===== config.mk =====
export PLATFORM = sky130hd
export DESIGN_NAME = boa_pwr_seq
export DESIGN_NICKNAME = d
export VERILOG_FILES = /design/src/rtl/boa_pwr_seq.sv
export SDC_FILE = /design/constraint.sdc
export NUM_CORES = 1
export LEC_CHECK = 0
export BUFFER_PORTS_ARGS = -buffer_cell sky130_fd_sc_hd__buf_4
export CAP_MARGIN = 40
export CORE_MARGIN = 5
export CORE_UTILIZATION = 35
export CTS_CLUSTER_SIZE = 12
export DETAILED_ROUTE_END_ITERATION = 6
export GPL_TIMING_DRIVEN = 0
export SLEW_MARGIN = 0
export SYNTH_ARGS = -nofsm -noshare
export SYNTH_HDL_FRONTEND = slang
export SYNTH_SLANG_ARGS = --single-unit

===== constraint.sdc =====
create_clock -name i_clk -period 1.66 [get_ports i_clk]
set_input_delay 0.083 -clock i_clk [delete_from_list [all_inputs] [get_ports i_clk]]
set_output_delay 0.083 -clock i_clk [all_outputs]
set_load 0.005 [all_outputs]

===== src/rtl/boa_pwr_seq.sv =====
// ---------------------------------------------------------------------------
// boa_pwr_seq -- power/reset sequencer for the board-level wrappers.
//
// Merges N_EXT debounced external reset requests, a software reset and a
// software shutdown request into one stretched core reset and one core clock
// enable. It also latches a reset-cause vector that firmware can read back.
//
// Optional feature: define BOA_PWR_SEQ_WDT_EN to build in a watchdog that
// counts down in RUN while armed and forces a reset when it expires. Without
// the macro there is no watchdog logic and i_wdt_arm / i_wdt_kick are unused.
//
// Ports:
//   i_clk        system clock
//   i_rst_n      asynchronous active-low power-on reset
//   i_ext_rst    [N_EXT] raw asynchronous reset requests, active-high
//   i_sw_rst     software reset request, level
//   i_sw_shdn    software shutdown request, level
//   i_wake       resume from shutdown, level
//   i_wdt_arm    watchdog enable (watchdog builds only)
//   i_wdt_kick   watchdog reload pulse (watchdog builds only)
//   o_core_rst   active-high reset to the core
//   o_clk_en     core clock enable, 0 = core clock stopped
//   o_rst_cause  [N_EXT+3] {ext[N_EXT-1:0], watchdog, software, POR}
//   o_state      0 = RESET, 1 = RUN, 2 = SHDN
// ---------------------------------------------------------------------------

`default_nettype none

module boa_pwr_seq #(
    parameter int unsigned N_EXT       = 2,
    parameter int unsigned RST_LEN     = 3,
    parameter int unsigned DEB_CYCLES  = 4,
    parameter int unsigned SYNC_STAGES = 2,
    parameter int unsigned WDT_CYCLES  = 1000000
) (
    input  logic             i_clk,
    input  logic             i_rst_n,
    input  logic [N_EXT-1:0] i_ext_rst,
    input  logic             i_sw_rst,
    input  logic             i_sw_shdn,
    input  logic             i_wake,
    input  logic             i_wdt_arm,
    input  logic             i_wdt_kick,
    output logic             o_core_rst,
    output logic             o_clk_en,
    output logic [N_EXT+2:0] o_rst_cause,
    output logic [1:0]       o_state
);

    localparam int unsigned CAUSE_W = N_EXT + 3;
    localparam int unsigned CNT_W   = $clog2(RST_LEN + 1);
    localparam int unsigned DEB_W   = $clog2(DEB_CYCLES + 1);

    localparam logic [CNT_W-1:0]   RST_LOAD  = CNT_W'(RST_LEN);
    localparam logic [DEB_W-1:0]   DEB_LAST  = DEB_W'(DEB_CYCLES - 1);
    localparam logic [CAUSE_W-1:0] CAUSE_POR = CAUSE_W'(1);

    localparam logic [1:0] ST_RESET = 2'd0;
    localparam logic [1:0] ST_RUN   = 2'd1;
    localparam logic [1:0] ST_SHDN  = 2'd2;

    // -----------------------------------------------------------------------
    // External inputs: synchroniser chain followed by a debounce filter.
    // The filter output only flips after DEB_CYCLES consecutive synchronised
    // samples disagree with it; any agreeing sample restarts the count.
    // -----------------------------------------------------------------------
    logic [N_EXT-1:0] w_ext_filt;

    for (genvar g = 0; g < N_EXT; g++) begin : g_ext
        logic [SYNC_STAGES-1:0] r_sync;
        logic [DEB_W-1:0]       r_deb_cnt;
        logic                   r_filt;
        logic                   w_sync_out;

        assign w_sync_out = r_sync[SYNC_STAGES-1];

        always_ff @(posedge i_clk or negedge i_rst_n) begin
            if (!i_rst_n) begin
                r_sync    <= '0;
                r_deb_cnt <= '0;
                r_filt    <= 1'b0;
            end else begin
                r_sync <= {r_sync[SYNC_STAGES-2:0], i_ext_rst[g]};
                if (w_sync_out == r_filt) begin
                    r_deb_cnt <= '0;
                end else if (r_deb_cnt == DEB_LAST) begin
                    r_filt    <= w_sync_out;
                    r_deb_cnt <= '0;
                end else begin
                    r_deb_cnt <= r_deb_cnt + DEB_W'(1);
                end
            end
        end

        assign w_ext_filt[g] = r_filt;
    end

    // -----------------------------------------------------------------------
    // Sequencer state
    // -----------------------------------------------------------------------
    logic [1:0]         r_state;
    logic [CNT_W-1:0]   r_cnt;
    logic               r_core_rst;
    logic               r_clk_en;
    logic [CAUSE_W-1:0] r_cause;

    logic [1:0]         w_state_nxt;
    logic [CNT_W-1:0]   w_cnt_nxt;
    logic               w_core_rst_nxt;
    logic               w_clk_en_nxt;
    logic [CAUSE_W-1:0] w_cause_nxt;

    logic               w_wdt_fire;
    logic               w_req;
    logic [CAUSE_W-1:0] w_src;

    // -----------------------------------------------------------------------
    // Watchdog
    // -----------------------------------------------------------------------
`ifdef BOA_PWR_SEQ_WDT_EN
    localparam int unsigned      WDT_W    = $clog2(WDT_CYCLES + 1);
    localparam logic [WDT_W-1:0] WDT_LOAD = WDT_W'(WDT_CYCLES);

    logic [WDT_W-1:0] r_wdt_cnt;
    logic             w_wdt_run;

    assign w_wdt_run = (r_state == ST_RUN) && i_wdt_arm;

    // Fires on the cycle the count would step from 1 to 0, so the core enters
    // RESET exactly WDT_CYCLES cycles after arming or the last kick.
    assign w_wdt_fire = w_wdt_run && !i_wdt_kick && (r_wdt_cnt == WDT_W'(1));

    always_ff @(posedge i_clk or negedge i_rst_n) begin
        if (!i_rst_n) begin
            r_wdt_cnt <= WDT_LOAD;
        end else if (r_state == ST_SHDN) begin
            // Frozen while the core clock is stopped.
            r_wdt_cnt <= r_wdt_cnt;
        end else if (!w_wdt_run || i_wdt_kick || w_wdt_fire) begin
            r_wdt_cnt <= WDT_LOAD;
        end else begin
            r_wdt_cnt <= r_wdt_cnt - WDT_W'(1);
        end
    end
`else
    logic w_unused_wdt;

    assign w_unused_wdt = i_wdt_arm ^ i_wdt_kick;
    assign w_wdt_fire   = 1'b0;
`endif

    // Reset sources active this cycle, laid out like the cause vector.
    assign w_src = {w_ext_filt, w_wdt_fire, i_sw_rst, 1'b0};
    assign w_req = (|w_ext_filt) | i_sw_rst | w_wdt_fire;

    // -----------------------------------------------------------------------
    // Next-state logic. Requests beat shutdown and wake in every state.
    // -----------------------------------------------------------------------
    always_comb begin
        w_state_nxt    = r_state;
        w_cnt_nxt      = r_cnt;
        w_core_rst_nxt = r_core_rst;
        w_clk_en_nxt   = r_clk_en;
        w_cause_nxt    = r_cause;

        case (r_state)
            ST_RESET: begin
                w_clk_en_nxt = 1'b1;
                w_cause_nxt  = r_cause | w_src;
                if (w_req) begin
                    w_cnt_nxt = RST_LOAD;
                end else if (r_cnt <= CNT_W'(1)) begin
                    // Last stretch cycle: leave RESET on this edge so core_rst
                    // is high for exactly RST_LEN cycles after the last request.
                    w_cnt_nxt      = '0;
                    w_state_nxt    = ST_RUN;
                    w_core_rst_nxt = 1'b0;
                end else begin
                    w_cnt_nxt = r_cnt - CNT_W'(1);
                end
            end

            ST_RUN: begin
                if (w_req) begin
                    w_state_nxt    = ST_RESET;
                    w_cnt_nxt      = RST_LOAD;
                    w_core_rst_nxt = 1'b1;
                    w_clk_en_nxt   = 1'b1;
                    w_cause_nxt    = w_src;
                end else if (i_sw_shdn) begin
                    w_state_nxt    = ST_SHDN;
                    w_core_rst_nxt = 1'b0;
                    w_clk_en_nxt   = 1'b0;
                end
            end

            ST_SHDN: begin
                if (w_req) begin
                    w_state_nxt    = ST_RESET;
                    w_cnt_nxt      = RST_LOAD;
                    w_core_rst_nxt = 1'b1;
                    w_clk_en_nxt   = 1'b1;
                    w_cause_nxt    = w_src;
                end else if (i_wake) begin
                    w_state_nxt    = ST_RUN;
                    w_core_rst_nxt = 1'b0;
                    w_clk_en_nxt   = 1'b1;
                end
            end

            default: begin
                // Unreachable encoding: recover through a full reset stretch.
                w_state_nxt    = ST_RESET;
                w_cnt_nxt      = RST_LOAD;
                w_core_rst_nxt = 1'b1;
                w_clk_en_nxt   = 1'b1;
            end
        endcase
    end

    always_ff @(posedge i_clk or negedge i_rst_n) begin
        if (!i_rst_n) begin
            r_state    <= ST_RESET;
            r_cnt      <= RST_LOAD;
            r_core_rst <= 1'b1;
            r_clk_en   <= 1'b1;
            r_cause    <= CAUSE_POR;
        end else begin
            r_state    <= w_state_nxt;
            r_cnt      <= w_cnt_nxt;
            r_core_rst <= w_core_rst_nxt;
            r_clk_en   <= w_clk_en_nxt;
            r_cause    <= w_cause_nxt;
        end
    end

    assign o_state     = r_state;
    assign o_core_rst  = r_core_rst;
    assign o_clk_en    = r_clk_en;
    assign o_rst_cause = r_cause;

endmodule

`default_nettype wire


==> results of run 1 <==
-- cell usage after synthesis, types with 2 or more instances --
cell / number / area share, %
sky130_fd_sc_hd__dfrtp_1: 17 / 44
sky130_fd_sc_hd__ha_1: 6 / 7.8
sky130_fd_sc_hd__dfstp_2: 5 / 14
sky130_fd_sc_hd__nor2_1: 5 / 1.9
sky130_fd_sc_hd__nor3_1: 5 / 2.6
sky130_fd_sc_hd__a21oi_1: 4 / 2.1
sky130_fd_sc_hd__inv_1: 4 / 1.6
sky130_fd_sc_hd__nand2_1: 4 / 1.6
sky130_fd_sc_hd__nor3b_1: 4 / 3.1
sky130_fd_sc_hd__mux2_1: 3 / 3.5
sky130_fd_sc_hd__mux2i_1: 2 / 2.1
sky130_fd_sc_hd__nand2b_1: 2 / 1.3
sky130_fd_sc_hd__nand3_1: 2 / 1.0
sky130_fd_sc_hd__nor2b_1: 2 / 1.3
sky130_fd_sc_hd__o21ai_0: 2 / 1.0
sky130_fd_sc_hd__xnor2_1: 2 / 1.8
-- power groups by stage --
stage / registers [W] / clock network (W) / logic, W
finish: 0.000820 / 0.000407 / 0.000790
floorplan: 0.000819 / 0 / 0.000507
global route: 0.000841 / 0.000443 / 0.000911
detailed placement: 0.000839 / 0 / 0.000746
global placement: 0.000829 / 0 / 0.000729
CTS: 0.000822 / 0.000422 / 0.000778
-- cell type report --
cell class                      count  area [um2]  share of cell area [%]
Buffer                              1        7.51                   0.617
Clock buffer                        3        22.5                    1.85
Sequential cell                    22         557                    45.8
Timing Repair Buffer               20         158                    13.0
Multi-Input combinational cell     53         388                    31.9
Tap cell                           31        38.8                    3.19
Clock inverter                      1        30.0                    2.47
Inverter                            4        15.0                    1.23
-- through the flow --
step	std cells	setup slack (ns)	hold slack (ns)	cell area (um2)	util, %
6_report	135	0.115	0.0494	1220	44.9
5_1_grt	135	0.0109	0.0465	1220	44.9
4_1_cts	134	0.0471	0.0185	1200	44.3
3_5_place_dp	126	0.00830	-0.0133	1110	41.0
3_3_place_gp	126	0.0400	-0.0137	1110	41.0
2_1_floorplan	81	0.144	-0.213	966	-
-- cell families after synthesis --
| family | Yosys count | share of synthesized area [%] |
|---|---|---|
| AND/OR/NAND/NOR | 28 | 16.6 |
| flip-flops | 22 | 57.6 |
| AO/OA/AOI/OAI | 11 | 7.51 |
| adder cells (fa/ha/maj) | 6 | 7.77 |
| buffers and inverters | 6 | 2.72 |
| multiplexers | 5 | 5.57 |
| XOR/XNOR | 2 | 1.81 |
| other | 1 | 0.388 |
-- registers in the layout, indices dropped and copies added (netlist names) --
name             cells
o_core_rst           1
o_rst_cause          4
r_cnt                2
g_ext.r_filt         2
g_ext.r_deb_cnt      6
o_clk_en             1
o_state              2
g_ext.r_sync         4
-- path summary, 6_finish.rpt --
kind	end	cells after the start	start	slack, ns
worst min register to register	g_ext[0].r_sync[1]	0	g_ext[0].r_sync[0]	0.37
max in group asynchronous	o_rst_cause[0]	2	i_rst_n	1.19
worst max-delay path	o_state[0]	6	o_state[0]	0.12
worst max register to register	o_state[0]	6	o_state[0]	0.12
worst min-delay path	o_clk_en	4	i_sw_shdn	0.05
min in group asynchronous	o_rst_cause[4]	2	i_rst_n	0.19
-- worst register-to-register path: cells and delay by family (launching register included) --
family                     cells  cell delay (ns)
AOI/OAI and AO/OA              2             0.29
adders and majority gates      1             0.21
buffers and inverters          1             0.08
DFF                            1             0.40
muxes                          1             0.34
and+or+nand+nor                1             0.13
-- timing repair --
action | in CTS | in global routing
resized for setup | 0 | 2
buffers inserted | 1 | 2
setup endpoints to repair | 1 | 3
hold endpoints to repair | 24 | 0
pin swaps | 0 | 2
hold buffers | 3 | 0
-- per-layer routing --
metal  up-vias  share of wire [%]  global-route usage (%)
li1        323                  -                       -
met1       322                 46                    11.5
met2        13                 48                    14.5
met3         2                5.7                    3.78
met4         0               0.50                    1.59
met5         -                  0                       0
==> flow_results.org, run 1 <==
** Die
- Total core area :: 2710 um2
- The die is 62.5 um wide.
- Die footprint :: 3910 um2
- The initial utilization of the core area, before any placement, comes to 35.6%.
- Number of top-level design ports :: 18
- Die height :: 62.5 um
- Row generation in the floorplan step produced 19 rows.

** Min path
- Worst hold-check path type :: input port to register

** Power and ir drop
- Power density over cell area :: 1660 nW/um2
- Share of total power in the clock network :: 20.2%
- Switching power :: 0.000679 W
- In this run, the combinational gates consume 39.2% of the power.
- Static Leak :: 0.566 nW
- Largest vdd supply drop :: 891 uV
- Total power for the finished layout comes to 0.00202 W.
- Per report_power, the sequential group accounts for 40.7% of the total.
- Net switching is 33.7% of the power.
- Cell internal power was estimated by the tool at 0.00134 W.

** Setup path
- The largest single stage delay on the critical path is 0.40 ns.
- CP max FO :: 3
- Kind of launch point of the worst setup path :: register
- CP cell instances :: inv_1, ha_1, nand2b_1, o21ai_2, a22oi_2, mux2_1
- The worst setup path is of the register to register kind.
- In this design, the largest share of critical-path delay is due to flip-flops.
- The slowest stage of the critical path belongs to the cell sky130_fd_sc_hd__dfrtp_1.
- Number of buffers and inverters on the critical path :: 1
- Crit path arrival time :: 1.75 ns
- STA puts the critical path data required time at 1.87 ns.
- Crit. End Element :: register

** Finish
- Most frequent standard cell in the layout excluding fill and tap cells :: sky130_fd_sc_hd__buf_4
- Number of fill cells in the layout :: 272
- Share of cells above drive strength 1 :: 29.8%
- The number of antenna diodes in the final layout is 0.
- Relative to the synthesized area, the layout overhead comes to 25.9%.
- Post-layout nets :: 120
- Highest-count cells in the layout ignoring fill and taps :: sky130_fd_sc_hd__buf_4 (18), sky130_fd_sc_hd__dfrtp_1 (17), sky130_fd_sc_hd__ha_1 (6)

** Yosys
- The number of nets handed over by synthesis was 96.
- Post-synthesis average cell area :: 11.9 um2
- In the synthesized netlist, the number of instances is 81.
- #FFs+latches synth :: 22
- Post-synth EDFFs :: 0
- Netlist cell types :: 28
- After synthesis, the share of flip-flops with an asynchronous set or reset is 100%.
- Sequential cell area fraction in the yosys report :: 57.6%
- The Yosys step of the flow raised 0 warnings.
- The cell area that synthesis handed to floorplanning was 966 um2.
- Main synth FF type :: sky130_fd_sc_hd__dfrtp_1

** Route
- After the first detailed-routing iteration, the DRC count stood at 28.
- # DRC :: 0
- In the final routed layout, each cell accounts on average for 11.9 um.
- After detailed routing, the total wire length is 1.61 mm.
- For this block, the via count after detailed routing is 660.
- Via count normalized by instance count :: 4.89
- Once detail routing completed, the nets flagged for antenna violations numbered 0.
- Number of detailed-routing iterations run before antenna repair :: 3

** STA
- RSZ-0062 raised after global routing :: false
- Setup violations remaining at the end of the flow were counted as 0.
- The hold violation count in the final report was 0.
- Count of pins over their slew limit :: 0
- For the final database, setup skew stands at 0.00774 ns.
- Setup TNS :: 0 ns
- Final critical path time including I/O delays and setup :: 1.54 ns
- Final worst path period share :: 93.1%
- Static timing analysis puts the maximum clock frequency at 647 MHz.

** Job
- Max cap viols :: 0

** GRT
- The number of antenna violations at the first check in global routing came to 0.
- Global routing used 9.04% of the available tracks.
- The via count of the first global-routing pass is 667.
- Entering global routing, the biggest net connects 23 pins.
- For this run the aggregate overflow at the end of global routing stands at 0.
- Wire length of the first global-routing pass :: 2.94 mm

** Clocking
- The tree is rooted in a sky130_fd_sc_hd__clkbuf_4.
- Bufs on Longest Clock Path :: 2
- In this run, CTS created clock tree buffers numbering 3.
- After clock tree synthesis, the clock-pin slew on the worst setup and hold paths is 0.13 ns.
- Clock tree from TritonCTS :: yes
- CTS built an H-tree with a depth of 1.
- Sinks on Clock Net :: 22
- For the worst-skew pair, the clock arrives at the later sink with an insertion delay of 0.31 ns.

** Place
- During placement, the flow inserted port buffers numbering 14.
- At the end of routability-driven placement, the weighted congestion stood at 0.807.
- Detailed placement finished with a half-perimeter wire length of 1.17 mm.

** Run status
- The run finished with clean final reports.
(Power assumes the default switching activity.)
==> run 2: changes to the inputs <==
--- a/config.mk
+++ b/config.mk
@@ -8,10 +8,11 @@
 export BUFFER_PORTS_ARGS = -buffer_cell sky130_fd_sc_hd__buf_4
 export CAP_MARGIN = 40
 export CORE_MARGIN = 5
-export CORE_UTILIZATION = 35
+export CORE_UTILIZATION = 52
 export CTS_CLUSTER_SIZE = 12
 export DETAILED_ROUTE_END_ITERATION = 6
 export GPL_TIMING_DRIVEN = 0
+export PLACE_DENSITY = 0.75
 export SLEW_MARGIN = 0
 export SYNTH_ARGS = -nofsm -noshare
 export SYNTH_HDL_FRONTEND = slang
==> flow_results.org, run 2 (same netlist as run 1, synthesis figures left out) <==
** Route
- The number of DRC violations after detailed routing came to 0 (unchanged).
- Final Routed Wirelength :: 1.70 mm (was 1.61 mm)
- Via count normalized by instance count :: 5.23 (was 4.89)
- The number of nets with antenna violations after detailed routing came to 0 (unchanged).
- The iteration count of the initial detailed-routing pass was 4 (was 3).
- Average routed wire per standard cell :: 13.1 um (was 11.9 um)
- First DRT Iteration DRCs :: 11 (was 28)
- Via total after detailed routing :: 680 (was 660)

** Die
- Die outline width :: 53.1 um (was 62.5 um)
- Cell Rows :: 15 (was 19)
- Number of top-level design ports :: 18 (unchanged)
- Initial Util :: 55.3% (was 35.6%)
- Die footprint :: 2820 um2 (was 3910 um2)
- The standard cell core area is 1750 um2 (was 2710 um2).
- Die height :: 53.1 um (was 62.5 um)

** Job
- Max cap viols :: 0 (unchanged)

** Power and ir drop
- The peak supply drop is 882 uV (was 891 uV).
- The sequential power share is 42.1% (was 40.7%).
- The part of the power in combinational logic is 43.5% (was 39.2%).
- The leakage power total is 0.571 nW (was 0.566 nW).
- Power density over cell area :: 1620 nW/um2 (was 1660 nW/um2)
- Fraction of power spent switching nets :: 35.4% (was 33.7%)
- Share of total power in the clock network :: 14.4% (was 20.2%)
- The cell-internal power came to 0.00127 W (was 0.00134 W).
- Switching power :: 0.000699 W (was 0.000679 W)

** Setup path
- Crit. End Element :: register (unchanged)
- Kind of launch point of the worst setup path :: register (unchanged)
- The worst-case reg-to-reg path depth is 6 (unchanged).
- Required time of the critical path :: 1.86 ns (was 1.87 ns)
- Critical path class :: register to register (unchanged)
- The data arrival time of the critical path was 1.78 ns (was 1.75 ns).
- The largest driver fanout on the critical path was 5 (was 3).

** Finish
- The largest register by flop count was g_ext.r_deb_cnt (unchanged).
- Ant diodes :: 0 (unchanged)
- The final non-filler cell total was 130 (was 135).
- The flip-flop count of the largest register after layout was 6 (unchanged).
- The fraction of layout cells with a size suffix above 1 is 33.3% (was 29.8%).
- Number of fill cells in the layout :: 135 (was 272)
- The utilization after layout was 70.0% (was 44.9%).
- The most frequent standard cell in the layout excluding fill and tap cells was sky130_fd_sc_hd__buf_4 (unchanged).
- Highest-count cells in the layout ignoring fill and taps: sky130_fd_sc_hd__buf_4 (18), sky130_fd_sc_hd__dfrtp_1 (17), sky130_fd_sc_hd__ha_1 (6) (unchanged).
- The final cell area excluding filler cells is 1220 um2 (about the same).
- Area Growth Syn to Fin :: 26.4% (was 25.9%)
- Post-layout nets :: 121 (was 120)

** STA
- Count of pins over their slew limit :: 0 (unchanged)
- Worst hold slack after final layout :: 0.0541 ns (was 0.0494 ns)
- Final setup fails :: 0 (unchanged)
- The final cycle utilization of the critical path came to 95.3% (was 93.1%).
- The highest attainable clock frequency is 632 MHz (was 647 MHz).
- Final critical path time including I/O delays and setup :: 1.58 ns (was 1.54 ns)
- Layout Skew :: 0.00520 ns (was 0.00774 ns)
- The hold violation count in the final report was 0 (unchanged).

** Clocking
- The clock sink total came to 22 (unchanged).
- The clock-pin slew of the registers on the worst-case setup and hold paths came to 0.12 ns (was 0.13 ns).
- Skew-Pair Late Insertion Delay :: 0.30 ns (was 0.31 ns)
- The TritonCTS clock tree is yes (unchanged).
- Bufs on Longest Clock Path :: 2 (unchanged)
- Maximum level of the CTS H-tree :: 1 (unchanged)
- TritonCTS buffer count :: 3 (unchanged)
- The clock root buffer is sky130_fd_sc_hd__clkbuf_4 (unchanged).

** GRT
- Number of antenna violations at the first check in global routing :: 0 (unchanged)
- Gr ovfl total :: 0 (unchanged)
- Wire length of the first global-routing pass :: 2.87 mm (was 2.94 mm)
- Vias in the first global route :: 687 (was 667)
- Tot GR Track Use :: 14.3% (was 9.04%)
- Maximum number of pins on one net before global-route repair :: 23 (unchanged)

** Min path
- Worst hold-check path type :: input port to register (unchanged)
- Number of cells on the worst hold path :: 3 (was 4)

** Place
- HPWL Detailed :: 1.24 mm (was 1.17 mm)
- Dpl cells :: 120 (was 126)
- The weighted congestion reported at the end of routability-driven placement came to 0.737 (was 0.807).
- The number of I/O port buffers is 14 (unchanged).
- Dpl cell area :: 1100 um2 (was 1110 um2)

** Run status
- Run status :: complete, no violations (unchanged)
run 2: area by class of cell:
type	count	area, um2	share of cell area [%]
Timing Repair Buffer	21	178	14.5
Buffer	1	7.51	0.615
Sequential cell	22	557	45.6
Inverter	4	15.0	1.23
Tap cell	25	31.3	2.56
Multi-Input combinational cell	53	397	32.5
Clock buffer	4	36.3	2.97
run 2: metal layers:
metal  GRT usage, %  share of wire, %
met1           17.3                42
met2           23.6                51
met3           3.38               5.1
met4           7.23               2.0
met5              0                 0
run 2: per-stage QoR:
| stage | TNS [ns] | total power [W] | setup slack, ns |
|---|---|---|---|
| after floorplan | 0 | 0.00133 | 0.144 |
| after global routing | -0.0238 | 0.00213 | -0.0238 |
| after detailed placement | 0 | 0.00159 | 0.0351 |
| final | 0 | 0.00197 | 0.0778 |
| after global placement | 0 | 0.00154 | 0.0400 |
| after CTS | 0 | 0.00188 | 0.0133 |
run 2: worst max-delay path, stage by stage (launching register included):
cell and delay, ns:
sky130_fd_sc_hd__dfrtp_1 0.45, sky130_fd_sc_hd__inv_2 0.07, sky130_fd_sc_hd__ha_1 0.21, sky130_fd_sc_hd__nand2b_1 0.13
sky130_fd_sc_hd__o21ai_2 0.10, sky130_fd_sc_hd__a22oi_2 0.21, sky130_fd_sc_hd__mux2_4 0.32
run 2: worst paths after layout:
kind	start	endpoint	slack (ns)
max in group asynchronous	i_rst_n	o_rst_cause[0]	1.19
min reg2reg	g_ext[1].r_sync[0]	g_ext[1].r_sync[1]	0.36
min in group asynchronous	i_rst_n	g_ext[0].r_sync[0]	0.19
max	o_state[0]	o_state[0]	0.08
min	i_sw_rst	o_rst_cause[1]	0.05
max reg2reg	o_state[0]	o_state[0]	0.08
run 2: timing repair:
item / in CTS / in global routing
resized for setup: 0 / 5
setup endpoints to repair: 0 / 2
hold endpoints to repair: 24 / 0
hold buffers: 3 / 0
buffers inserted: 0 / 4
run 2: power groups by stage:
stage | Combinational (W) | Sequential [W] | Clock (W)
3_5_place_dp | 0.000748 | 0.000842 | 0
5_1_grt | 0.000955 | 0.000854 | 0.000322
2_1_floorplan | 0.000507 | 0.000819 | 0
6_report | 0.000857 | 0.000831 | 0.000285
3_3_place_gp | 0.000715 | 0.000829 | 0
4_1_cts | 0.000757 | 0.000830 | 0.000295
==> run 3: changes to the inputs <==
--- a/config.mk
+++ b/config.mk
@@ -12,7 +12,7 @@
 export CTS_CLUSTER_SIZE = 12
 export DETAILED_ROUTE_END_ITERATION = 6
 export GPL_TIMING_DRIVEN = 0
-export PLACE_DENSITY = 0.75
+export PLACE_DENSITY_LB_ADDON = 0.15
 export SLEW_MARGIN = 0
 export SYNTH_ARGS = -nofsm -noshare
 export SYNTH_HDL_FRONTEND = slang
==> flow_results.org, run 3 (same netlist as run 1, synthesis figures left out) <==
** Run status
- Run status :: complete, no violations (unchanged)

** Route
- The total detailed-routing wirelength came to 1.68 mm (was 1.70 mm).
- Via count normalized by instance count :: 5.02 (was 5.23)
- Via total after detailed routing :: 638 (was 680)
- Final ANT Viol Nets :: 0 (unchanged)
- First DRT Iteration DRCs :: 7 (was 11)
- Number of detailed-routing iterations run before antenna repair :: 4 (unchanged)
- The mean routed wirelength per cell was 13.3 um (was 13.1 um).
- The number of DRC violations after detailed routing was 0 (unchanged).

** Min path
- Worst hold-check path type :: input port to register (unchanged)
- The number of cells on the worst hold path came to 3 (unchanged).
- Hold endpoint :: r_cnt[0] (was o_rst_cause[1])
- The hold path startpoint is i_sw_rst (unchanged).

** Power and ir drop
- The switching share of power came to 34.4% (was 35.4%).
- Static Leak :: 0.554 nW (was 0.571 nW)
- Share of total power in the clock network :: 20.2% (was 14.4%)
- Internal power :: 0.00132 W (was 0.00127 W)
- The power dissipated by switching net loads was 0.000690 W (was 0.000699 W).
- The peak supply drop came to 865 uV (was 882 uV).
- The sequential power share was 41.3% (was 42.1%).
- The power density over the cells is 1680 nW/um2 (was 1620 nW/um2).
- The part of the power in combinational logic is 38.5% (was 43.5%).

** Job
- Max cap viols :: 0 (unchanged)

** Clocking
- The clock root buffer is sky130_fd_sc_hd__clkbuf_4 (unchanged).
- The insertion delay of the later-clocked pin in the worst-skew pair was 0.30 ns (about the same).
- The clock-pin slew of the registers on the worst-case setup and hold paths came to 0.12 ns (about the same).
- Bufs on Longest Clock Path :: 2 (unchanged)
- Maximum level of the CTS H-tree :: 1 (unchanged)
- TritonCTS buffer count :: 3 (unchanged)
- Clock tree from TritonCTS :: yes (unchanged)
- The clock sink total was 22 (unchanged).

** STA
- Setup repair after global routing left no endpoint under its margin.
- The clock period minus worst slack was 1.59 ns (was 1.58 ns).
- The setup-violating endpoint count in the final report came to 0 (unchanged).
- Count of pins over their slew limit :: 0 (unchanged)
- The final cycle utilization of the critical path is 95.7% (was 95.3%).
- Achievable frequency :: 630 MHz (was 632 MHz)
- Setup TNS :: 0 ns (unchanged)
- Layout Skew :: 0.00277 ns (was 0.00520 ns)
- Final WS setup :: 0.0718 ns (was 0.0778 ns)
- Hold Vio Cnt, Final :: 0 (unchanged)

** Place
- Routability-driven placement congestion ratio :: 0.722 (was 0.737)
- The number of I/O port buffers is 14 (unchanged).
- The pre-CTS setup slack is 0.0411 ns (was 0.0351 ns).
- The half-perimeter wire length after placement came to 1.20 mm (was 1.24 mm).
- The cell area after placement came to 1100 um2 (unchanged).
- The number of instances in the placed design came to 120 (unchanged).

** Setup path
- The critical path endpoint category is a register (unchanged).
- Critical register-to-register path endpoint :: o_state[0] (unchanged)
- Worst R2R Setup Slack :: 0.07 ns (was 0.08 ns)
- The worst-case reg-to-reg path depth came to 6 (unchanged).
- Critical path class :: register to register (unchanged)
- The first element of the critical path is o_state[0] (unchanged).
- The data arrival time of the critical path was 1.79 ns (was 1.78 ns).
- Critical R2R Launch :: o_state[0] (unchanged)
- The required time of the worst setup path is 1.86 ns (about the same).
- The startpoint type of the worst setup path is a register (unchanged).
- CP max FO :: 5 (unchanged)

** GRT
- Vias in the first global route :: 671 (was 687)
- Number of antenna violations at the first check in global routing :: 0 (unchanged)
- Maximum number of pins on one net before global-route repair :: 23 (unchanged)
- The global-route total usage across every layer was 15.1% (was 14.3%).
- Wire length of the first global-routing pass :: 2.98 mm (was 2.87 mm)
- The total overflow reported by the global router was 0 (unchanged).

** Finish
- Ant diodes :: 0 (unchanged)
- The flip-flop count of the largest register after layout came to 6 (unchanged).
- The fraction of layout cells with a size suffix above 1 is 29.4% (was 33.3%).
- The largest register by flop count is g_ext.r_deb_cnt (unchanged).
- Highest-count cells in the layout ignoring fill and taps: sky130_fd_sc_hd__dfrtp_1 (17), sky130_fd_sc_hd__buf_4 (16) (was sky130_fd_sc_hd__buf_4 (18), sky130_fd_sc_hd__dfrtp_1 (17), sky130_fd_sc_hd__ha_1 (6)).
- Area Growth Syn to Fin :: 23.7% (was 26.4%)
- The final non-filler cell total was 127 (was 130).
- The final cell area excluding filler cells came to 1190 um2 (was 1220 um2).
- Post-layout nets :: 118 (was 121)
- Number of fill cells in the layout :: 138 (was 135)
- Most frequent standard cell in the layout excluding fill and tap cells :: sky130_fd_sc_hd__dfrtp_1 (was sky130_fd_sc_hd__buf_4)

** Die
- The standard cell core area is 1750 um2 (unchanged).
- Die footprint :: 2820 um2 (unchanged)
- The number of rows created at floorplan was 15 (unchanged).
- Initial Util :: 55.3% (unchanged)
- The width of the die is 53.1 um (unchanged).
- Die height :: 53.1 um (unchanged)
- Number of top-level design ports :: 18 (unchanged)
==> run 3: power groups by stage <==
stage,sequential [W],combinational [W],clock [W]
global route,0.000857,0.000877,0.000449
detailed placement,0.000839,0.000737,0
floorplan,0.000819,0.000507,0
CTS,0.000828,0.000752,0.000416
finish,0.000830,0.000774,0.000405
global placement,0.000826,0.000723,0
==> run 3: metrics by stage <==
step / hold WS (ns) / util (%) / total power, W
global route: 0.0214 / 68.5 / 0.00218
floorplan: -0.213 / - / 0.00133
detailed placement: -0.0180 / 63.2 / 0.00158
finish: 0.0417 / 68.5 / 0.00201
CTS: 0.0225 / 67.9 / 0.00200
global placement: -0.0148 / 63.2 / 0.00155
==> run 3: worst max-delay path, cell delays in order, from the launching register on <==
cell,delay (ns)
sky130_fd_sc_hd__dfrtp_1,0.44
sky130_fd_sc_hd__inv_1,0.09
sky130_fd_sc_hd__ha_2,0.20
sky130_fd_sc_hd__nand2b_1,0.13
sky130_fd_sc_hd__o21ai_2,0.10
sky130_fd_sc_hd__a22oi_2,0.19
sky130_fd_sc_hd__mux2_1,0.34
==> run 3: worst max-delay path by stage <==
stage	slack [ns]	cells past startpoint	endpoint
finish	0.07	6	o_state[0]
global route	0.009	4	o_state[0]
CTS	0.01	6	o_state[0]
detailed placement	0.04	6	o_state[0]
global placement	0.07	6	o_state[0]
floorplan	0.14	6	o_state[0]
==> run 3: metal layers <==
metal  GRT usage (%)  up-vias  part of all wire (%)
met5               0        -                     0
met4            6.38        0                   2.0
met3            4.51        4                   5.0
met2            23.1       15                    45
met1            19.8      299                    48
li1                -      320                     -
==> run 3: layout make-up <==
cell class | count | area (um2) | share of cell area, %
multi-input combinational | 53 | 389 | 32.6
sequential | 22 | 557 | 46.6
timing repair buffer | 18 | 143 | 11.9
buffer | 1 | 7.51 | 0.628
tap | 25 | 31.3 | 2.62
clock inverter | 1 | 30.0 | 2.51
inverter | 4 | 15.0 | 1.26
clock buffer | 3 | 22.5 | 1.88
==> run 3: what timing repair did <==
action                     4_1_cts  5_1_grt
buffers inserted                 0        1
hold buffers                     3        0
hold endpoints to repair        24        0
gates resized for setup          0        2
setup endpoints to repair        0        2
